$ cat src/rtl/piano_sequencer.sv
// piano_sequencer: mode select, lowest-key priority, ROM-driven song sequencer and square-wave tone.
// Latency: all outputs registered, 1 CLK after inputs; ROM data expected 1 CLK after rom_addr; no backpressure.
module piano_sequencer #(
  parameter int                          NUM_KEYS     = 8,
  parameter int                          NOTE_W       = 4,
  parameter int                          DIV_W        = 18,
  parameter logic [NUM_KEYS*DIV_W-1:0]   HALF_PERIODS = {8{18'd0}},
  parameter int                          ADDR_W       = 5,
  parameter int                          DUR_W        = 3,
  parameter int unsigned                 BEAT_CYCLES  = 25_000_000,
  parameter int unsigned                 GAP_CYCLES   = 2_500_000
) (
  input  logic                    CLK,
  input  logic                    RESET,
  input  logic                    mode_btn,
  input  logic [NUM_KEYS-1:0]     keys,
  output logic [ADDR_W-1:0]       rom_addr,
  input  logic [NOTE_W+DUR_W-1:0] rom_data,
  output logic                    tone,
  output logic [NUM_KEYS-1:0]     led,
  output logic [NOTE_W-1:0]       note_idx,
  output logic [1:0]              mode,
  output logic                    song_done,
  output logic [7:0]              err_count
);

  typedef enum logic [1:0] {M_FREE, M_LESSON, M_AUTO} mode_e;
  typedef enum logic [2:0] {S_IDLE, S_FETCH, S_PLAY, S_LISTEN, S_GAP, S_DONE} state_e;

  localparam logic [NOTE_W-1:0] SILENT = NOTE_W'(NUM_KEYS);
  localparam logic [31:0]       BEAT_L = BEAT_CYCLES;
  localparam logic [31:0]       GAP_L  = GAP_CYCLES;

  function automatic logic [NOTE_W-1:0] prio(input logic [NUM_KEYS-1:0] k);
    prio = SILENT;
    for (int i = NUM_KEYS - 1; i >= 0; i--)
      if (k[i]) prio = NOTE_W'(i);
  endfunction

  function automatic logic [NUM_KEYS-1:0] onehot(input logic [NOTE_W-1:0] n);
    onehot = '0;
    for (int i = 0; i < NUM_KEYS; i++)
      onehot[i] = (n == NOTE_W'(i));
  endfunction

  // Out-of-range notes map to a zero half-period, i.e. silence.
  function automatic logic [DIV_W-1:0] half_of(input logic [NOTE_W-1:0] n);
    half_of = '0;
    for (int i = 0; i < NUM_KEYS; i++)
      if (n == NOTE_W'(i)) half_of = HALF_PERIODS[i*DIV_W +: DIV_W];
  endfunction

  mode_e               mode_q, mode_n;
  state_e              state_q, state_n;
  logic [ADDR_W-1:0]   addr_n;
  logic [7:0]          err_n;
  logic [NUM_KEYS-1:0] keys_q, press, led_n;
  logic [NOTE_W-1:0]   note_l, note_l_n, note_n, rom_note;
  logic [DUR_W-1:0]    dur_l, dur_l_n, rom_dur;
  logic [31:0]         seq_cnt, cnt_n, play_len;
  logic                fetch_wait, wait_n;
  logic [DIV_W-1:0]    tone_cnt, half_cur;

  assign press     = keys & ~keys_q;
  assign rom_note  = rom_data[NOTE_W+DUR_W-1:DUR_W];
  assign rom_dur   = rom_data[DUR_W-1:0];
  assign play_len  = {{(32-DUR_W){1'b0}}, dur_l} * BEAT_L;
  assign half_cur  = half_of(note_idx);
  assign mode      = mode_q;
  assign song_done = (state_q == S_DONE);

  always_comb begin
    mode_n   = mode_q;
    state_n  = state_q;
    addr_n   = rom_addr;
    err_n    = err_count;
    note_l_n = note_l;
    dur_l_n  = dur_l;
    cnt_n    = seq_cnt;
    wait_n   = fetch_wait;
    if (mode_btn) begin
      case (mode_q)
        M_FREE:   mode_n = M_LESSON;
        M_LESSON: mode_n = M_AUTO;
        default:  mode_n = M_FREE;
      endcase
      state_n = S_IDLE;
      addr_n  = '0;
      err_n   = '0;
      cnt_n   = '0;
      wait_n  = 1'b0;
    end else if (mode_q != M_FREE) begin
      case (state_q)
        S_IDLE: begin
          addr_n  = '0;
          wait_n  = 1'b0;
          state_n = S_FETCH;
        end
        S_FETCH: begin
          if (!fetch_wait) begin
            wait_n = 1'b1;
          end else begin
            wait_n   = 1'b0;
            note_l_n = rom_note;
            dur_l_n  = rom_dur;
            cnt_n    = '0;
            if (rom_dur == '0)          state_n = S_DONE;
            else if (mode_q == M_AUTO)  state_n = S_PLAY;
            else if (rom_note >= SILENT) state_n = S_GAP;
            else                        state_n = S_LISTEN;
          end
        end
        S_PLAY: begin
          if (seq_cnt == play_len - 32'd1) begin
            state_n = S_GAP;
            cnt_n   = '0;
          end else begin
            cnt_n = seq_cnt + 32'd1;
          end
        end
        S_LISTEN: begin
          // Simultaneous presses: only the lowest-index one is judged.
          if (press != '0) begin
            if (prio(press) == note_l) begin
              state_n = S_GAP;
              cnt_n   = '0;
            end else if (err_count != 8'hFF) begin
              err_n = err_count + 8'd1;
            end
          end
        end
        S_GAP: begin
          if (seq_cnt == GAP_L - 32'd1) begin
            state_n = S_FETCH;
            addr_n  = rom_addr + 1'b1;
            cnt_n   = '0;
            wait_n  = 1'b0;
          end else begin
            cnt_n = seq_cnt + 32'd1;
          end
        end
        default: ;
      endcase
    end

    // Outputs follow the state being entered so they line up with it.
    case (mode_n)
      M_AUTO: begin
        note_n = (state_n == S_PLAY && note_l_n < SILENT) ? note_l_n : SILENT;
        led_n  = onehot(note_n);
      end
      M_LESSON: begin
        note_n = prio(keys);
        led_n  = (state_n == S_LISTEN) ? onehot(note_l_n) : '0;
      end
      default: begin
        note_n = prio(keys);
        led_n  = keys;
      end
    endcase
  end

  always_ff @(posedge CLK or negedge RESET) begin
    if (!RESET) begin
      mode_q     <= M_FREE;
      state_q    <= S_IDLE;
      rom_addr   <= '0;
      err_count  <= '0;
      keys_q     <= '0;
      note_l     <= '0;
      dur_l      <= '0;
      seq_cnt    <= '0;
      fetch_wait <= 1'b0;
      note_idx   <= SILENT;
      led        <= '0;
    end else begin
      mode_q     <= mode_n;
      state_q    <= state_n;
      rom_addr   <= addr_n;
      err_count  <= err_n;
      keys_q     <= keys;
      note_l     <= note_l_n;
      dur_l      <= dur_l_n;
      seq_cnt    <= cnt_n;
      fetch_wait <= wait_n;
      note_idx   <= note_n;
      led        <= led_n;
    end
  end

  always_ff @(posedge CLK or negedge RESET) begin
    if (!RESET) begin
      tone     <= 1'b0;
      tone_cnt <= '0;
    end else if (mode_btn || note_n != note_idx) begin
      tone     <= 1'b0;
      tone_cnt <= '0;
    end else if (half_cur != '0) begin
      if (tone_cnt == half_cur - DIV_W'(1)) begin
        tone     <= ~tone;
        tone_cnt <= '0;
      end else begin
        tone_cnt <= tone_cnt + DIV_W'(1);
      end
    end else begin
      tone     <= 1'b0;
      tone_cnt <= '0;
    end
  end

endmodule

$ cat config.mk
export PLATFORM = sky130hd
export DESIGN_NAME = piano_sequencer
export DESIGN_NICKNAME = d
export VERILOG_FILES = /design/src/rtl/piano_sequencer.sv
export SDC_FILE = /design/constraint.sdc
export NUM_CORES = 1
export LEC_CHECK = 0
export ABC_AREA = 1
export ABC_CLOCK_PERIOD_IN_PS = 9700
export BUFFER_PORTS_ARGS = -buffer_cell sky130_fd_sc_hd__buf_2
export CORE_MARGIN = 2
export CORE_UTILIZATION = 45
export DETAILED_ROUTE_END_ITERATION = 7
export GPL_ROUTABILITY_DRIVEN = 0
export PLACE_DENSITY_LB_ADDON = 0.12
export SYNTH_ARGS = -nofsm -noshare
export SYNTH_HDL_FRONTEND = slang
export SYNTH_SLANG_ARGS = --single-unit
export TNS_END_PERCENT = 100
$ cat constraint.sdc
create_clock -name CLK -period 9.7 [get_ports CLK]
set_input_delay 2.425 -clock CLK [delete_from_list [all_inputs] [get_ports CLK]]
set_output_delay 2.425 -clock CLK [all_outputs]
set_load 0.01 [all_outputs]
==> results of run 1 <==
-- metal layers --
layer | GRT usage (%) | routed length, microns | vias to the layer above
met4 | 8.26 | 376 | 0
met2 | 37.1 | 7410 | 180
met5 | 0 | 0 | -
li1 | - | - | 3184
met1 | 31.8 | 7620 | 2777
met3 | 3.99 | 884 | 28
-- Yosys cell counts, types with 4 or more instances --
| master | n |
|---|---|
| nor3_1 | 28 |
| inv_1 | 143 |
| dfrtp_1 | 77 |
| clkbuf_1 | 7 |
| nand3_1 | 83 |
| a21oi_2 | 10 |
| ha_1 | 20 |
| nor2_2 | 5 |
| and3_1 | 9 |
| a21oi_1 | 28 |
| o21ai_0 | 45 |
| nor4_1 | 11 |
| nand2_1 | 291 |
| nand4_1 | 32 |
| nor2_1 | 109 |
| nand2_2 | 4 |
| or2_2 | 4 |
| xor2_1 | 22 |
-- flip-flops by register name, indices dropped and copies added, names as in the netlist, 3 cells and up --
name and flops:
seq_cnt 32, dur_l 3, note_l 4, led 8, state_q 3, note_idx 4, keys_q 8, rom_addr 5
err_count 8
-- area by class of cell --
type	instances	area, sq um
timing repair buffer	48	250
inverter	146	548
fill	1405	6480
multi-input combinational	726	3600
sequential	78	1950
clock buffer	11	233
clock inverter	5	60.1
tap	176	220
-- placed cells by master (no fill, tap or decap), types with 4 or more instances in the layout --
cell type | synthesis | routed
and3_1 | 9 | 9
o21ai_0 | 45 | 45
nor4_1 | 11 | 11
buf_2 | 3 | 44
xor2_1 | 22 | 22
nand2_2 | 4 | 4
buf_4 | 3 | 4
nor2_1 | 109 | 109
nand4_1 | 32 | 32
or2_2 | 4 | 4
nor2_2 | 5 | 5
inv_1 | 143 | 143
a21oi_1 | 28 | 28
nor3_1 | 28 | 28
dfrtp_1 | 77 | 77
a21oi_2 | 10 | 10
nand2_1 | 291 | 291
ha_1 | 20 | 20
nand3_1 | 83 | 83
clkbuf_16 | 0 | 9
-- critical path, cell delays in order (launching register included) --
cell and delay, ns:
dfrtp_1 0.53, fa_1 0.66, ha_1 0.28, inv_1 0.10, fa_1 0.45, inv_1 0.18
nand3_1 0.12, nand2_1 0.17, nand2_1 0.11, nand3_1 0.08, nand2_1 0.12, nor2_2 0.16
nand3_1 0.13, nor2_2 0.18, nand2_1 0.07, nand2_1 0.08, nand2_1 0.06, nor2_1 0.10
nand4_1 0.15, nand2_1 0.15, nand2_1 0.07, o211ai_2 0.06, buf_4 0.32, nand2_1 0.25
and3_1 0.24
-- through the flow --
stage / worst slack [ns] / hold slack [ns]
after floorplan: 5.33 / 0.475
after global placement: 4.57 / 0.501
after detailed placement: 4.52 / 0.504
after CTS: 4.82 / 0.515
after global routing: 4.38 / 0.540
final: 4.77 / 0.514
-- cell families (layout without fill, tap and decap cells) --
kind of cell,Yosys count,in the layout
other cells,1,1
flops,78,78
buf+inv,162,210
xor+xnor,23,23
simple gates,581,581
fa+ha+maj,23,23
compound gates,98,98
-- worst paths after layout --
path	start	end	slack, ns
min reg2reg	err_count[3]	err_count[3]	0.51
max reg2reg	dur_l[0]	seq_cnt[29]	4.77
max in group asynchronous	RESET	note_l[2]	6.68
max	dur_l[0]	seq_cnt[29]	4.77
min	err_count[3]	err_count[3]	0.51
min in group asynchronous	RESET	seq_cnt[21]	1.96
-- power by group through the flow --
stage / clock network, mW / logic (mW) / registers [mW]
6_report: 0.336 / 1.48 / 0.413
5_1_grt: 0.357 / 1.71 / 0.422
4_1_cts: 0.342 / 1.48 / 0.414
3_5_place_dp: 0 / 1.47 / 0.419
3_3_place_gp: 0 / 1.47 / 0.420
2_1_floorplan: 0 / 1.15 / 0.422
==> summary.txt, run 1 <==
Finish
  • Core Util, Final: between 50% and 60%
  • Final instance area: 0.00686 sq mm
  • Diodes inserted: 0
  • Synth-to-Final Area Change: 10.9%
  • Fraction of layout cells with a size suffix above 1: 8.97%
  • Nets: 1,050
  • Finished Layout Cells: 1,190

STA
  • FMAX: between 200 and 250 MHz
  • Skew final: 0.00708 ns
  • Tmin final: 4.93 ns
  • Max_slew headroom: 48.6%
  • Count of final hold-check violations: 0
  • Crit share post-route: 50.9%
  • RSZ-0062 raised after global routing: no
  • Worst slew pin tran: a little under 0.8 ns
  • TNS Setup: 0 ns
  • Endpoints failing setup: 0
  • Slew Limit Fails: 0

Power
  • P_sw: roughly 1.2 mW
  • Total power: 2.23 mW
  • Leak pwr: 3.55 nW
  • Maximum vdd drop: 0.154 mV
  • Clock power frac: approximately 15%
  • Power Dens Cells: 325 mW/mm^2
  • Combinational share of power: between 60% and 70%
  • Seq pwr share: 18.5%
  • P_int: ~1.0 mW
  • Sw frac: between 50% and 60%

Die
  • Die W: 121 microns
  • Die area: roughly 0.015 sq mm
  • Io pins: 47
  • Vert. Die Dim: 121 microns
  • # rows: between 40 and 50
  • Core footprint: 0.0133 sq mm
  • Initial Util: 46.4%

Critical path
  • Setup crit end kind: flip-flop
  • WS Path Type: flip-flop to flip-flop
  • CP max FO: 21
  • Worst path arrival time: around 5.2 ns
  • R2r worst-path depth: 24
  • Critical Path RT: roughly 9.9 ns
  • Startpoint types: flip-flop

Drt
  • Post-route ant nets: 0
  • Vias/cell: 5.18
  • Routed WL: ~16,000 microns
  • TritonRoute pass-1 iters: 5
  • First DRT Iteration DRCs: 392
  • Vias post-DR: about 6,000
  • Drt wl/cell: 13.7 microns
  • Drt drc: 0

Min path
  • Worst Hold Class: flip-flop to flip-flop
  • Hold path depth: 1

Global routing
  • Largest net degree at the start of global routing: 61
  • Initial antenna violation count: 0
  • First-pass GRT wire length: 27,300 microns
  • Grt total ovfl: 0
  • Gr usage total: about a quarter
  • Vias in the first global route: between 5,000 and 6,000

Synth
  • Syn nets: 1,007
  • Leading area contributor after synthesis: dfrtp_1
  • Post-synth EDFFs: 0
  • Yosys top cell area share: between 30% and 40%
  • Cell variety after synth: 43
  • Syn Inst Count: 966
  • Register area share after synthesis: 31.6%
  • Seq cells post-synth: 78
  • Compound-gate portion of the synthesized area: 9.20%
  • Mux cell area share after synthesis: 0%
  • Average size of a mapped cell: 6.41 sq um
  • Synth Area in XOR/XNOR: 3.25%
  • Simple-Gate Fraction of Synth Area: 40.6%
  • Largest family of logic cells by synthesized area: simple AND/OR/NAND/NOR gates
  • Cell area after synthesis: slightly above 0.006 sq mm
  • Synth warn: 0
  • Top post-synthesis cells by area: dfrtp_1 31%, nand2_1 18%, inv_1 8.7%
  • Synth Area in Adders: under 10%
  • Prevailing post-synth register cell: dfrtp_1
  • Ys async rst share: 100%

Clock network
  • CTS H-tree depth: 3
  • TritonCTS clock tree: yes
  • Clock buffer depth: 2
  • Clk_lat worst skew: 0.34 ns
  • Clock Sinks: 78
  • # Post-CTS Setup Buffers: 0
  • Resize count post-CTS: 0
  • Clock transition at path regs: 0.06 ns
  • Total CTS buffers: 9
  • Clock Tree Root: clkbuf_16
  • # hold bufs at CTS: 0

Placement
  • DP Area: 0.00657 sq mm
  • Post-DP HPWL: 12,700 microns
  • Port Buffers: 45
  • Cells after DPL: about 1,200

Status
  • Status: complete, no violations

Job
  • Max Cap Violations: 0
No activity file was read; power rests on OpenSTA's default activity.
==> inputs of run 2 (changes only) <==
Settings changed: ABC_CLOCK_PERIOD_IN_PS 9700 to 4800.
Clock period 9.7 ns to 4.8 ns, I/O delays scaled along.
==> summary.txt, run 2 (synthesized netlist as in run 1, its figures left out) <==
Placement
  • Placement Setup Slack: just over 0.3 ns
  • Port Buffers: 45
  • Cells after DPL: 1,176
  • Post-DP HPWL: 12,800 microns

Critical path
  • Buf+Inv Stages, Crit Path: 3
  • Worst Setup SP: dur_l[1]
  • CP max FO: 10
  • WS Path Type: flip-flop to flip-flop
  • Startpoint types: flip-flop
  • Worst path arrival time: around 4.6 ns
  • CP max-delay cell: fa_1
  • Critical Path Most Common Cell: nand2_1
  • R2R Path Start: dur_l[1]
  • CP Cell Sequence: fa_1 -> ha_1 -> inv_1 -> fa_1 -> inv_1 -> nor2_1 -> nand3_1 -> inv_1 -> nand3_1 -> nor2_1 -> nand3_1 -> nor2_1 -> nand2_1 -> nand2_1 -> nand2_1 -> nor2_1 -> nand4_1 -> nand2_1 -> nand2_1 -> o211ai_4 -> nand2_1 -> and3_1
  • Critical Path RT: 5.03 ns
  • Slowest stage delay, CP: 0.59 ns
  • Setup crit end kind: flip-flop
  • Critical path's top delay family: simple AND/OR/NAND/NOR gates

Die
  • Initial Util: 46.4%
  • # rows: 42
  • Core footprint: 0.0133 sq mm
  • Vert. Die Dim: ~120 microns
  • Die area: between 0.01 and 0.015 sq mm
  • Io pins: 47
  • Die W: 121 microns

STA
  • Count of final hold-check violations: 0
  • FMAX: 229 MHz
  • Crit share post-route: 91.0%
  • Worst slew pin tran: 0.812 ns
  • Max_slew headroom: 45.8%
  • Final Hold Slack: 0.516 ns
  • Tmin final: around 4.4 ns
  • Endpoints failing setup: 0
  • Post-route setup slack: approximately 0.43 ns
  • Slew Limit Fails: 0
  • Skew final: 0.00621 ns

Clock network
  • Clk_lat worst skew: 0.34 ns
  • Total CTS buffers: 9
  • Clock Tree Root: clkbuf_16
  • Clock transition at path regs: around 0.060 ns
  • TritonCTS clock tree: yes
  • CTS H-tree depth: 3
  • Clock buffer depth: 2
  • Clock Sinks: between 70 and 80

Status
  • Status: complete, no violations

Finish
  • Reg with most FFs: seq_cnt
  • Fillers: 1,418
  • Most frequent cells in the layout: 291 x nand2_1, 143 x inv_1, 109 x nor2_1, 83 x nand3_1, 76 x dfrtp_1
  • Nets: 1,056
  • Core Util, Final: 52.1%
  • Commonest non-fill, non-tap cell in the layout: nand2_1
  • Diodes inserted: 0
  • Finished Layout Cells: 1,196
  • Synth-to-Final Area Change: 12.2%
  • Number of flip-flops in the largest register: 32
  • Fraction of layout cells with a size suffix above 1: 9.71%

Global routing
  • First-pass GRT wire length: 27,700 microns
  • Initial antenna violation count: 0
  • Gr usage total: between 20% and 30%
  • Largest net degree at the start of global routing: 63
  • Vias in the first global route: 5,933
  • Grt total ovfl: 0

Power
  • P_sw: 2.43 mW
  • Combinational share of power: 66.7%
  • Clock power frac: 15.4%
  • Sw frac: 52.9%
  • Maximum vdd drop: about 0.30 mV
  • Total power: ~4.6 mW
  • Seq pwr share: 17.9%
  • Leak pwr: 3.59 nW
  • P_int: 2.16 mW
  • Power Dens Cells: 661 mW/mm^2

Drt
  • Drt drc: 0
  • Vias/cell: 5.16
  • Drt wl/cell: 13.7 microns
  • TritonRoute pass-1 iters: 6
  • Vias post-DR: 6,167
  • Post-route ant nets: 0
  • Routed WL: 16,400 microns
  • First DRT Iteration DRCs: between 400 and 500

Min path
  • Hold Startpoint: err_count[3]
  • Worst Hold Class: flip-flop to flip-flop

Job
  • Max Cap Violations: 0
[run 2: changes by cell type in the layout (fill, tap and decap cells not counted), sizes merged]
cell	before	now
nand2	295	296
inv	146	149
clkinv	3	1
buf	48	53
clkinvlp	1	0
[run 2: through the flow]
| step | cell area (sq um) | TNS [ns] |
|---|---|---|
| after floorplan | 6190 | 0 |
| after global placement | 6600 | 0 |
| after detailed placement | 6600 | 0 |
| after CTS | 6910 | 0 |
| after global routing | 6950 | -0.00550 |
| final | 6950 | 0 |
[run 2: worst paths after layout]
kind / slack (ns) / depth (start not counted) / to
min in group asynchronous: 0.92 / 1 / seq_cnt[21]
min: 0.52 / 1 / err_count[3]
max: 0.43 / 22 / seq_cnt[18]
max reg2reg: 0.43 / 22 / seq_cnt[18]
max in group asynchronous: 3.10 / 2 / seq_cnt[5]
min reg2reg: 0.52 / 1 / err_count[3]
[run 2: final cells by class]
class                      count  area, sq um  share of cell area, %
inverter                     146          548                   7.89
timing repair buffer          53          304                   4.38
tap                          176          220                   3.17
sequential                    78         1950                   28.1
clock buffer                  11          243                   3.49
clock inverter                 5         65.1                  0.936
multi-input combinational    727         3610                   52.0
[run 2: per-layer routing]
layer	part of all wire [%]	wire, microns	global-route usage, %	up-vias
met2	48	7810	40.4	144
met1	47	7690	30.9	2806
met3	3.9	637	3.20	18
li1	-	-	-	3199
met4	1.4	235	7.54	0
met5	0	0	0	-
[run 2: repair_timing]
| item | 4_1_cts | 5_1_grt |
|---|---|---|
| gates resized for setup | 0 | 4 |
| hold buffers | 0 | 0 |
| buffers inserted | 0 | 3 |
| setup endpoints to repair | 0 | 24 |
[run 2: power groups by stage]
stage	sequential [mW]	combinational, mW	clock [mW]
3_5_place_dp	0.833	3.03	0
2_1_floorplan	0.853	2.33	0
6_report	0.822	3.06	0.705
3_3_place_gp	0.831	3.05	0
4_1_cts	0.823	3.04	0.722
5_1_grt	0.841	3.56	0.747
==> inputs of run 3 (changes only) <==
Settings changed: ABC_AREA 1 to unset.
==> summary.txt, run 3 <==
Critical path
  • WS Path Type: flip-flop to flip-flop
  • R2R Path Start: dur_l[0]
  • Worst path arrival time: 4.93 ns
  • R2r worst-path depth: 13
  • CP max FO: 7
  • R2r setup slk: 0.10 ns
  • Critical Path RT: 5.04 ns
  • Startpoint types: flip-flop
  • Worst Setup SP: dur_l[0]
  • Setup crit end kind: flip-flop
  • Critical R2R Capture: seq_cnt[4]

Global routing
  • First-pass GRT wire length: ~26,000 microns
  • Largest net degree at the start of global routing: 79
  • Gr usage total: 22.7%
  • Initial antenna violation count: 0
  • Vias in the first global route: ~5,200
  • Grt total ovfl: 0

Die
  • Vert. Die Dim: 121 microns
  • # rows: 42
  • Die area: 0.0146 sq mm
  • Io pins: 47
  • Die W: 121 microns
  • Core footprint: 0.0132 sq mm
  • Initial Util: 46.3%

Placement
  • DP Area: 0.00660 sq mm
  • Port Buffers: 45
  • Placement Setup Slack: ~0.083 ns
  • Post-DP HPWL: roughly 12,000 microns

Drt
  • Drt drc: 0
  • Routed WL: 16,400 microns
  • Vias/cell: roughly 5.9
  • Drt wl/cell: 17.6 microns
  • TritonRoute pass-1 iters: 5
  • Post-route ant nets: 0
  • First DRT Iteration DRCs: 353
  • Vias post-DR: 5,494

Clock network
  • CTS H-tree depth: 3
  • Clock Tree Root: clkbuf_16
  • Clock buffer depth: 2
  • Clock transition at path regs: 0.06 ns
  • TritonCTS clock tree: yes
  • Clock Sinks: 78
  • Clk_lat worst skew: 0.35 ns
  • Total CTS buffers: 9

Finish
  • Diodes inserted: 0
  • Reg with most FFs: seq_cnt
  • Nets: a little under 800
  • Number of flip-flops in the largest register: 32
  • Commonest non-fill, non-tap cell in the layout: dfrtp_1
  • Synth-to-Final Area Change: 14.6%
  • Fraction of layout cells with a size suffix above 1: 21.0%
  • Final instance area: roughly 0.007 sq mm
  • Most frequent cells in the layout: 75 x dfrtp_1, 60 x nand2_1, 51 x nor2_1, 44 x buf_2, 37 x xnor2_1
  • Core Util, Final: 53.0%

Min path
  • Hold Startpoint: seq_cnt[1]
  • Worst Hold Class: flip-flop to flip-flop
  • Hold path depth: 2
  • Worst Hold Path EP: seq_cnt[1]

Status
  • Status: complete, no violations

Synth
  • Most frequent cell after synthesis: dfrtp_1
  • Post-synth EDFFs: 0
  • Yosys top cell area share: 31.5%
  • Average size of a mapped cell: 8.75 sq um
  • Cell area after synthesis: 0.00613 sq mm
  • Cell variety after synth: 88
  • Prevailing post-synth register cell: dfrtp_1
  • Syn Inst Count: 700
  • Compound-gate portion of the synthesized area: 18.9%
  • Register area share after synthesis: between 30% and 40%
  • Top post-synthesis cells by area: dfrtp_1 31%, xnor2_1 5.6%, ha_1 4.1%
  • Leading area contributor after synthesis: dfrtp_1
  • Synth Area in Adders: 5.07%
  • Ys async rst share: 100%
  • Simple-Gate Fraction of Synth Area: 28.1%
  • Synth Area in XOR/XNOR: 8.72%
  • Synth warn: 0
  • Post-synth top cells: 77 x dfrtp_1, 60 x nand2_1, 52 x nor2_1
  • Largest family of logic cells by synthesized area: simple AND/OR/NAND/NOR gates
  • Syn nets: 741
  • Mux cell area share after synthesis: 2.41%
  • Seq cells post-synth: 78

STA
  • TNS Setup: 0 ns
  • Post-route setup slack: 0.102 ns
  • Tmin final: approximately 4.7 ns
  • Max_slew headroom: 33.2%
  • Count of final hold-check violations: 0
  • Crit share post-route: 97.9%
  • Slew Limit Fails: 0
  • Skew final: between 0.01 and 0.015 ns
  • RSZ-0062 raised after global routing: yes
  • Worst slew pin tran: 1.00 ns
  • FMAX: about 210 MHz
  • Final Hold Slack: 0.525 ns
  • Endpoints failing setup: 0

Power
  • Power Dens Cells: 600 mW/mm^2
  • Maximum vdd drop: 0.324 mV
  • Leak pwr: 3.03 nW

Job
  • Max Cap Violations: 0
## run 3: layout make-up
type,count,area [sq um]
inverters,27,101
repair buffers,75,487
clock inverters,4,30.0
multi-input cells,558,3970
fillers,1257,6220
flip-flops and latches,78,1960
clock buffers,12,256
well taps,176,220
## run 3: critical path: stages (launching register included)
cell and delay (ns):
dfrtp_2 0.41, fa_1 0.60, ha_2 0.21, inv_2 0.04, fa_2 0.52, or3b_4 0.40
or4_4 0.53, or4b_4 0.50, a311oi_1 0.27, and4_1 0.27, nand4b_4 0.13, a211oi_4 0.42
clkbuf_16 0.24, nor2_2 0.04
## run 3: how the worst max path moves through the flow
stage / end / slack [ns] / depth (start not counted)
after floorplan: seq_cnt[11] / 0.006 / 16
after global placement: seq_cnt[21] / 0.07 / 15
after detailed placement: seq_cnt[19] / 0.08 / 15
after CTS: seq_cnt[19] / 0.07 / 15
after global routing: seq_cnt[4] / -0.05 / 15
final: seq_cnt[4] / 0.10 / 13
## run 3: power by group
| group | internal (mW) | switching (mW) | leakage, nW |
|---|---|---|---|
| logic | 1.10 | 1.62 | 1.85 |
| registers | 0.743 | 0.0822 | 1.04 |
| clock network | 0.380 | 0.281 | 0.139 |
| total | 2.22 | 1.99 | 3.03 |
## run 3: timing repair
action                     CTS  global route
resized for setup            0            19
setup endpoints to repair    0            35
hold buffers                 0             0
setup buffers                0             1
## run 3: per-layer routing
metal	wire length [microns]	vias to the layer above	GRT usage (%)
met5	0	-	0
met4	340	0	8.28
met3	635	30	3.35
met2	7760	141	36.7
met1	7660	2671	30.8
li1	-	2652	-
## run 3: kinds of logic after synthesis
group	count (synthesis)
compound gates	150
xor+xnor	61
fa+ha+maj	23
buf+inv	64
flops	78
mux	14
other cells	1
simple gates	309
## run 3: metrics by stage
stage / cells / power, mW
floorplan: 700 / 2.69
global placement: 911 / 3.31
detailed placement: 911 / 3.35
CTS: 927 / 4.03
global route: 930 / 4.51
finish: 930 / 4.21
